===== config.mk =====
export PLATFORM = sky130hd
export DESIGN_NAME = uart_tx_framer_flat
export DESIGN_NICKNAME = d
export VERILOG_FILES = /design/src/rtl/uart_pkg.sv /design/src/rtl/uart_tx_framer_if.sv /design/src/rtl/uart_bit_timer.sv /design/src/rtl/uart_tx_framer.sv /design/src/flat_wrapper.sv
export SDC_FILE = /design/constraint.sdc
export NUM_CORES = 1
export LEC_CHECK = 0
export ABC_AREA = 1
export CAP_MARGIN = 15
export CELL_PAD_IN_SITES_DETAIL_PLACEMENT = 0
export CELL_PAD_IN_SITES_GLOBAL_PLACEMENT = 1
export CORE_MARGIN = 2
export CORE_UTILIZATION = 38
export DETAILED_ROUTE_END_ITERATION = 10
export HOLD_SLACK_MARGIN = 0.1
export PLACE_DENSITY = 0.83
export SLEW_MARGIN = 30
export SYNTH_ARGS = -nofsm -noshare
export SYNTH_HDL_FRONTEND = slang
export SYNTH_SLANG_ARGS = --single-unit

===== constraint.sdc =====
create_clock -name clk -period 1.8 [get_ports clk]
set_input_delay 0.27 -clock clk [delete_from_list [all_inputs] [get_ports clk]]
set_output_delay 0.27 -clock clk [all_outputs]
set_load 0.05 [all_outputs]

===== src/rtl/uart_pkg.sv =====
// UART definitions shared by the transmit framer and the receive path.
// Holds the parity_type encoding, the transmit FSM state type and the
// parity helpers, so that both directions use the same frame format.
package uart_pkg;

   localparam logic [1:0] NOPARITY00 = 2'b00;
   localparam logic [1:0] ODD        = 2'b01;
   localparam logic [1:0] EVEN       = 2'b10;
   localparam logic [1:0] NOPARITY11 = 2'b11;

   typedef enum logic [2:0] {
      IDLE,
      START,
      DATA,
      PARITY,
      STOP
   } tx_state_t;

   // Both 00 and 11 mean "no parity bit in the frame".
   function automatic logic parity_en(input logic [1:0] ptype);
      return !(ptype == NOPARITY00 || ptype == NOPARITY11);
   endfunction

   // Parity bit that makes the total number of 1s over data+parity
   // even (EVEN) or odd (ODD).
   function automatic logic parity_bit(input logic [7:0] data, input logic [1:0] ptype);
      case (ptype)
         EVEN:    return ^data;
         ODD:     return ~^data;
         default: return 1'b0;
      endcase
   endfunction

endpackage


===== src/rtl/uart_tx_framer_if.sv =====
// Byte handshake between an upstream byte source and the UART transmit framer.
// Ports: tx_valid/tx_data/parity_type from the master, tx_ready from the slave.
// A byte moves on a clock edge where tx_valid & tx_ready are both high.
interface uart_tx_framer_if;

   logic       tx_valid;
   logic [7:0] tx_data;
   logic [1:0] parity_type;
   logic       tx_ready;

   modport master (
      output tx_valid,
      output tx_data,
      output parity_type,
      input  tx_ready
   );

   modport slave (
      input  tx_valid,
      input  tx_data,
      input  parity_type,
      output tx_ready
   );

endinterface


===== src/rtl/uart_bit_timer.sv =====
// Bit-period timer: counts 0..CLKS_PER_BIT-1 while en is high, then wraps.
// Ports: clk, reset_n (sync, active-low), en, tick (high in the terminal-count cycle).
// Latency: tick in the CLKS_PER_BIT-th enabled cycle; dropping en clears the count.
module uart_bit_timer #(
   parameter int CLKS_PER_BIT = 16
) (
   input  logic clk,
   input  logic reset_n,
   input  logic en,
   output logic tick
);

   localparam int CW = (CLKS_PER_BIT > 1) ? $clog2(CLKS_PER_BIT) : 1;
   localparam logic [CW-1:0] LAST = CW'(CLKS_PER_BIT - 1);

   logic [CW-1:0] count;

   assign tick = en && (count == LAST);

   always_ff @(posedge clk) begin
      if (!reset_n || !en) begin
         count <= '0;
      end else if (count == LAST) begin
         count <= '0;
      end else begin
         count <= count + 1'b1;
      end
   end

endmodule


===== src/rtl/uart_tx_framer.sv =====
// UART transmit framer: start, 8 data bits LSB first, optional parity, STOP_BITS stop bits.
// Ports: clk, reset_n (sync, active-low), bus (byte handshake, slave side), tx, busy, tx_done.
// Latency: start bit on tx one clk after the handshake; tx_ready low for the whole frame.
module uart_tx_framer
   import uart_pkg::*;
#(
   parameter int CLKS_PER_BIT = 16,
   parameter int STOP_BITS    = 1
) (
   input  logic             clk,
   input  logic             reset_n,
   uart_tx_framer_if.slave  bus,
   output logic             tx,
   output logic             busy,
   output logic             tx_done
);

   if (STOP_BITS != 1 && STOP_BITS != 2) begin : g_bad_stop_bits
      $error("uart_tx_framer: STOP_BITS must be 1 or 2");
   end
   if (CLKS_PER_BIT < 2) begin : g_bad_clks_per_bit
      $error("uart_tx_framer: CLKS_PER_BIT must be >= 2");
   end

   localparam logic LAST_STOP = 1'(STOP_BITS - 1);

   tx_state_t  state;
   logic [2:0] bit_idx;
   logic       stop_cnt;
   logic [7:0] shadow_dat;
   logic [1:0] shadow_par;
   logic       ready_q;
   logic       tick;
   logic       timer_en;

   // The timer runs only while a frame is in flight, so every state starts
   // from count 0 and the handshake edge leaves it cleared.
   assign timer_en = (state != IDLE);

   uart_bit_timer #(
      .CLKS_PER_BIT(CLKS_PER_BIT)
   ) u_bit_timer (
      .clk     (clk),
      .reset_n (reset_n),
      .en      (timer_en),
      .tick    (tick)
   );

   assign bus.tx_ready = ready_q;

   // Decoded from flops only: high exactly in the last clk of the final stop bit,
   // the same cycle whose closing edge returns the FSM to IDLE.
   assign tx_done = (state == STOP) && (stop_cnt == LAST_STOP) && tick;

   // tx/busy/ready are updated together with the state, so the line always
   // shows the value belonging to the state the FSM is currently in.
   always_ff @(posedge clk) begin
      if (!reset_n) begin
         state      <= IDLE;
         tx         <= 1'b1;
         ready_q    <= 1'b1;
         busy       <= 1'b0;
         bit_idx    <= '0;
         stop_cnt   <= 1'b0;
         shadow_dat <= '0;
         shadow_par <= '0;
      end else begin
         case (state)
            IDLE: begin
               if (bus.tx_valid && ready_q) begin
                  shadow_dat <= bus.tx_data;
                  shadow_par <= bus.parity_type;
                  state      <= START;
                  tx         <= 1'b0;
                  ready_q    <= 1'b0;
                  busy       <= 1'b1;
               end
            end
            START: begin
               if (tick) begin
                  state   <= DATA;
                  bit_idx <= '0;
                  tx      <= shadow_dat[0];
               end
            end
            DATA: begin
               if (tick) begin
                  if (bit_idx == 3'd7) begin
                     if (parity_en(shadow_par)) begin
                        state <= PARITY;
                        tx    <= parity_bit(shadow_dat, shadow_par);
                     end else begin
                        state    <= STOP;
                        stop_cnt <= 1'b0;
                        tx       <= 1'b1;
                     end
                  end else begin
                     bit_idx <= bit_idx + 3'd1;
                     tx      <= shadow_dat[bit_idx + 3'd1];
                  end
               end
            end
            PARITY: begin
               if (tick) begin
                  state    <= STOP;
                  stop_cnt <= 1'b0;
                  tx       <= 1'b1;
               end
            end
            STOP: begin
               if (tick) begin
                  if (stop_cnt == LAST_STOP) begin
                     state   <= IDLE;
                     ready_q <= 1'b1;
                     busy    <= 1'b0;
                  end else begin
                     stop_cnt <= stop_cnt + 1'b1;
                  end
                  tx <= 1'b1;
               end
            end
            default: begin
               state   <= IDLE;
               tx      <= 1'b1;
               ready_q <= 1'b1;
               busy    <= 1'b0;
            end
         endcase
      end
   end

endmodule

===== src/flat_wrapper.sv =====
// flat-port wrapper written by rule: the top's interface ports become plain ports
module uart_tx_framer_flat import uart_pkg::*;
#(
   parameter int CLKS_PER_BIT = 16,
   parameter int STOP_BITS    = 1
)
  (clk, reset_n, tx, busy, tx_done, bus_tx_valid, bus_tx_data, bus_parity_type, bus_tx_ready);
  uart_tx_framer_if bus_i ();
  input  logic clk;
  input  logic reset_n;
  output logic tx;
  output logic busy;
  output logic tx_done;
  input wire logic [$bits(bus_i.tx_valid)-1:0] bus_tx_valid;
  input wire logic [$bits(bus_i.tx_data)-1:0] bus_tx_data;
  input wire logic [$bits(bus_i.parity_type)-1:0] bus_parity_type;
  output wire logic [$bits(bus_i.tx_ready)-1:0] bus_tx_ready;
  assign bus_i.tx_valid = bus_tx_valid;
  assign bus_i.tx_data = bus_tx_data;
  assign bus_i.parity_type = bus_parity_type;
  assign bus_tx_ready = bus_i.tx_ready;
  uart_tx_framer #(.CLKS_PER_BIT(CLKS_PER_BIT), .STOP_BITS(STOP_BITS)) u_core (.clk(clk), .reset_n(reset_n), .bus(bus_i), .tx(tx), .busy(busy), .tx_done(tx_done));
endmodule

==> results.md <==
- Syn Inst Count: 191
- Die area: 3790 µm²
- Post-synthesis sequential element count: 23
- Core Box Area: 3100 µm²
- Layout cells sized above 1: 0.0853
- Slew Limit Fails: 0
- GPL Wtd Cong: 0.867
- Vias: 1219
- Static leakage: 0.721 nW
- I/O pin cnt: 17
- Fmax achieved: 584 MHz
- Num rows: 20
- Total of max-cap violations: 0
- CTS tree: yes
- Reg-to-Reg End: u_core.shadow_dat[5]
- Vias per std cell: 4.78
- Final hold violation count: 0
- Hold-critical path depth: 1
- Worst Tran Pin Value: 0.506 ns
- Die Width: 61.6 µm
- PortBufs: 16
- Clock buffer depth: 2
- Worst Setup Path Type: register to output port
- Met1 usage: 0.247
- Status: completed
- Largest family of logic cells by synthesized area: simple AND/OR/NAND/NOR gates
- Simple-gate portion of the synthesized area: 0.281
- Total power: 2.47 mW
- ANT nets after route: 0
- CTS resizes: 0
- Post-synthesis mux area share: 0
- Ant diodes: 0
- Avg Inst Size Synth: 6.60 µm²
- Fin util: 0.501
- Worst Hold End: u_core.u_bit_timer.count[0]
- Initial Util: 0.406
- Critical Path Fanout Max: 6
- First drt pass iteration count: 4
- TritonCTS buffer count: 3
- Worst reg-to-reg setup slack: 0.25 ns
- Mapped cell area: 1260 µm²
- Worst Reg-to-Reg Cells: 6
- DPL Wire Length: 2.17 mm
- Count of cell types in the netlist: 23
- Vert. Die Dim: 61.6 µm
- CP arrival: 1.44 ns
- Hold Startpoint: u_core.u_bit_timer.count[0]
- All-Layer GR Usage: 0.167
- Post-layout min period: 1.71 ns
- Grt total ovfl: 0
- Post-DR wirelength/cell: 10.6 µm
- Synth Area in Compound Gates: 0.191
- Synth Area in Adders: 0.0497
- Final Routed Wirelength: 2.71 mm
- RR Startpoint: u_core.state[0]
- Post-synthesis sequential area ratio: 0.365
- Skew-Pair Late Insertion Delay: 0.31 ns
- Crit path launch type: register
- Synth Area in XOR/XNOR: 0.0209
- Antenna violations before repair: 0
- Layout Skew: 0.00804 ns
- Max VDD drop: 0.000609 V
- Layout Nets: 230
- First-pass GRT wire length: 4.64 mm
- WHS: 0.457 ns
- Residual DRC: 0
- Pwr dens: 1590 nW/µm²
- Met2 Use GR: 0.244
- H-tree depth: 1
- P&R area growth vs syn: 23.3%
- Synthesized Nets: 209
- Worst-path clk slew: 0.12 ns
- Busiest grt layer: met1
- Largest net degree at the start of global routing: 18
- Synthesis Warnings: 0
- M3 GR Usage: 0.0252
- Initial DRC count: 31
- Slew headroom: 0.662
- Final Setup Violations: 0
- Post-CTS Setup Bufs: 0
- Worst Hold Class: register to register
- Worst setup startpoint: u_core.u_bit_timer.count[0]
- Setup TNS: 0 ns
- CP required: 1.53 ns
- Final critical-path share of the clock period: 0.951
- Root buf cell: clkbuf_4
- CTS Hold Buffers Added: 0
- CP Capture Type: output port
- Vias in the first global route: 1057
- CTS sink count: 23
[synthesized netlist by cell type (all sizes together)]
| master | number | area (µm²) |
|---|---|---|
| a211oi | 1 | 7.51 |
| a21oi | 22 | 110 |
| buf | 1 | 3.75 |
| clkbuf | 2 | 7.51 |
| dfxtp | 23 | 460 |
| ha | 5 | 62.6 |
| inv | 28 | 105 |
| nand2 | 60 | 235 |
| nand3 | 10 | 50.1 |
| nand4 | 1 | 6.26 |
| nor2 | 12 | 57.6 |
| nor3 | 1 | 5.00 |
| o211ai | 1 | 7.51 |
| o21a | 1 | 7.51 |
| o21ai | 20 | 108 |
| xnor2 | 2 | 17.5 |
| xor2 | 1 | 8.76 |
[layout make-up]
| cell class | count | area [µm²] |
|---|---|---|
| Fill cell | 323 | 1550 |
| Multi-Input combinational cell | 137 | 707 |
| Sequential cell | 23 | 460 |
| Timing Repair Buffer | 19 | 200 |
| Inverter | 28 | 105 |
| Tap cell | 44 | 55.1 |
| Clock buffer | 4 | 26.3 |
[critical path, cell delays in order, from the launching register on]
cell and delay, ns:
dfxtp_1 0.37, ha_1 0.24, nand3_4 0.14, nor3_4 0.22
buf_12 0.16
[cells by family after synthesis]
kind of cell | count (synthesis)
XOR/XNOR | 3
flip-flops | 23
AO/OA/AOI/OAI | 45
AND/OR/NAND/NOR | 84
adder cells (fa/ha/maj) | 5
buffers and inverters | 31
[registers in the layout, summed over array words and instances (netlist names)]
register                  count
u_core.bus.tx_ready           1
u_core.state                  3
u_core.tx                     1
u_core.bit_idx                3
u_core.shadow_dat             8
u_core.u_bit_timer.count      4
u_core.shadow_par             2
u_core.busy                   1
[metrics by stage]
step / worst slack [ns] / instance area [µm²] / cells
2_1_floorplan: 0.189 / 1260 / 191
3_3_place_gp: 0.183 / 1500 / 251
3_5_place_dp: 0.170 / 1500 / 251
4_1_cts: 0.00281 / 1530 / 255
5_1_grt: -0.0106 / 1550 / 255
6_report: 0.0891 / 1550 / 255
[worst max path at each step]
stage,endpoint,slack (ns)
floorplan,tx_done,0.19
global placement,u_core.shadow_dat[5],0.18
detailed placement,u_core.shadow_dat[4],0.17
CTS,tx_done,0.003
global route,tx_done,-0.01
finish,tx_done,0.09
[layout by cell type, fill, tap and decap left out, drive strengths merged]
master         instances
o21ai                 20
nor3                   1
o211ai                 1
xor2                   1
inv                   28
nand2                 60
nor2                  12
nand3                 10
clkbuf                 4
o21a                   1
xnor2                  2
a21oi                 22
ha                     5
buf                    4
clkdlybuf4s50         12
dlymetal6s2s           3
a211oi                 1
dfxtp                 23
nand4                  1
[power by group]
group | total [mW] | switching [mW] | internal, mW
clock | 0.237 | 0.150 | 0.0866
combinational | 1.44 | 0.938 | 0.506
sequential | 0.792 | 0.126 | 0.665
[routing by layer]
metal / up-vias / wire (µm)
li1: 650 / -
met3: 6 / 84
met5: - / 0
met1: 542 / 1450
met4: 0 / 44
met2: 21 / 1130
Note: power is estimated with default switching activity, not from simulation.
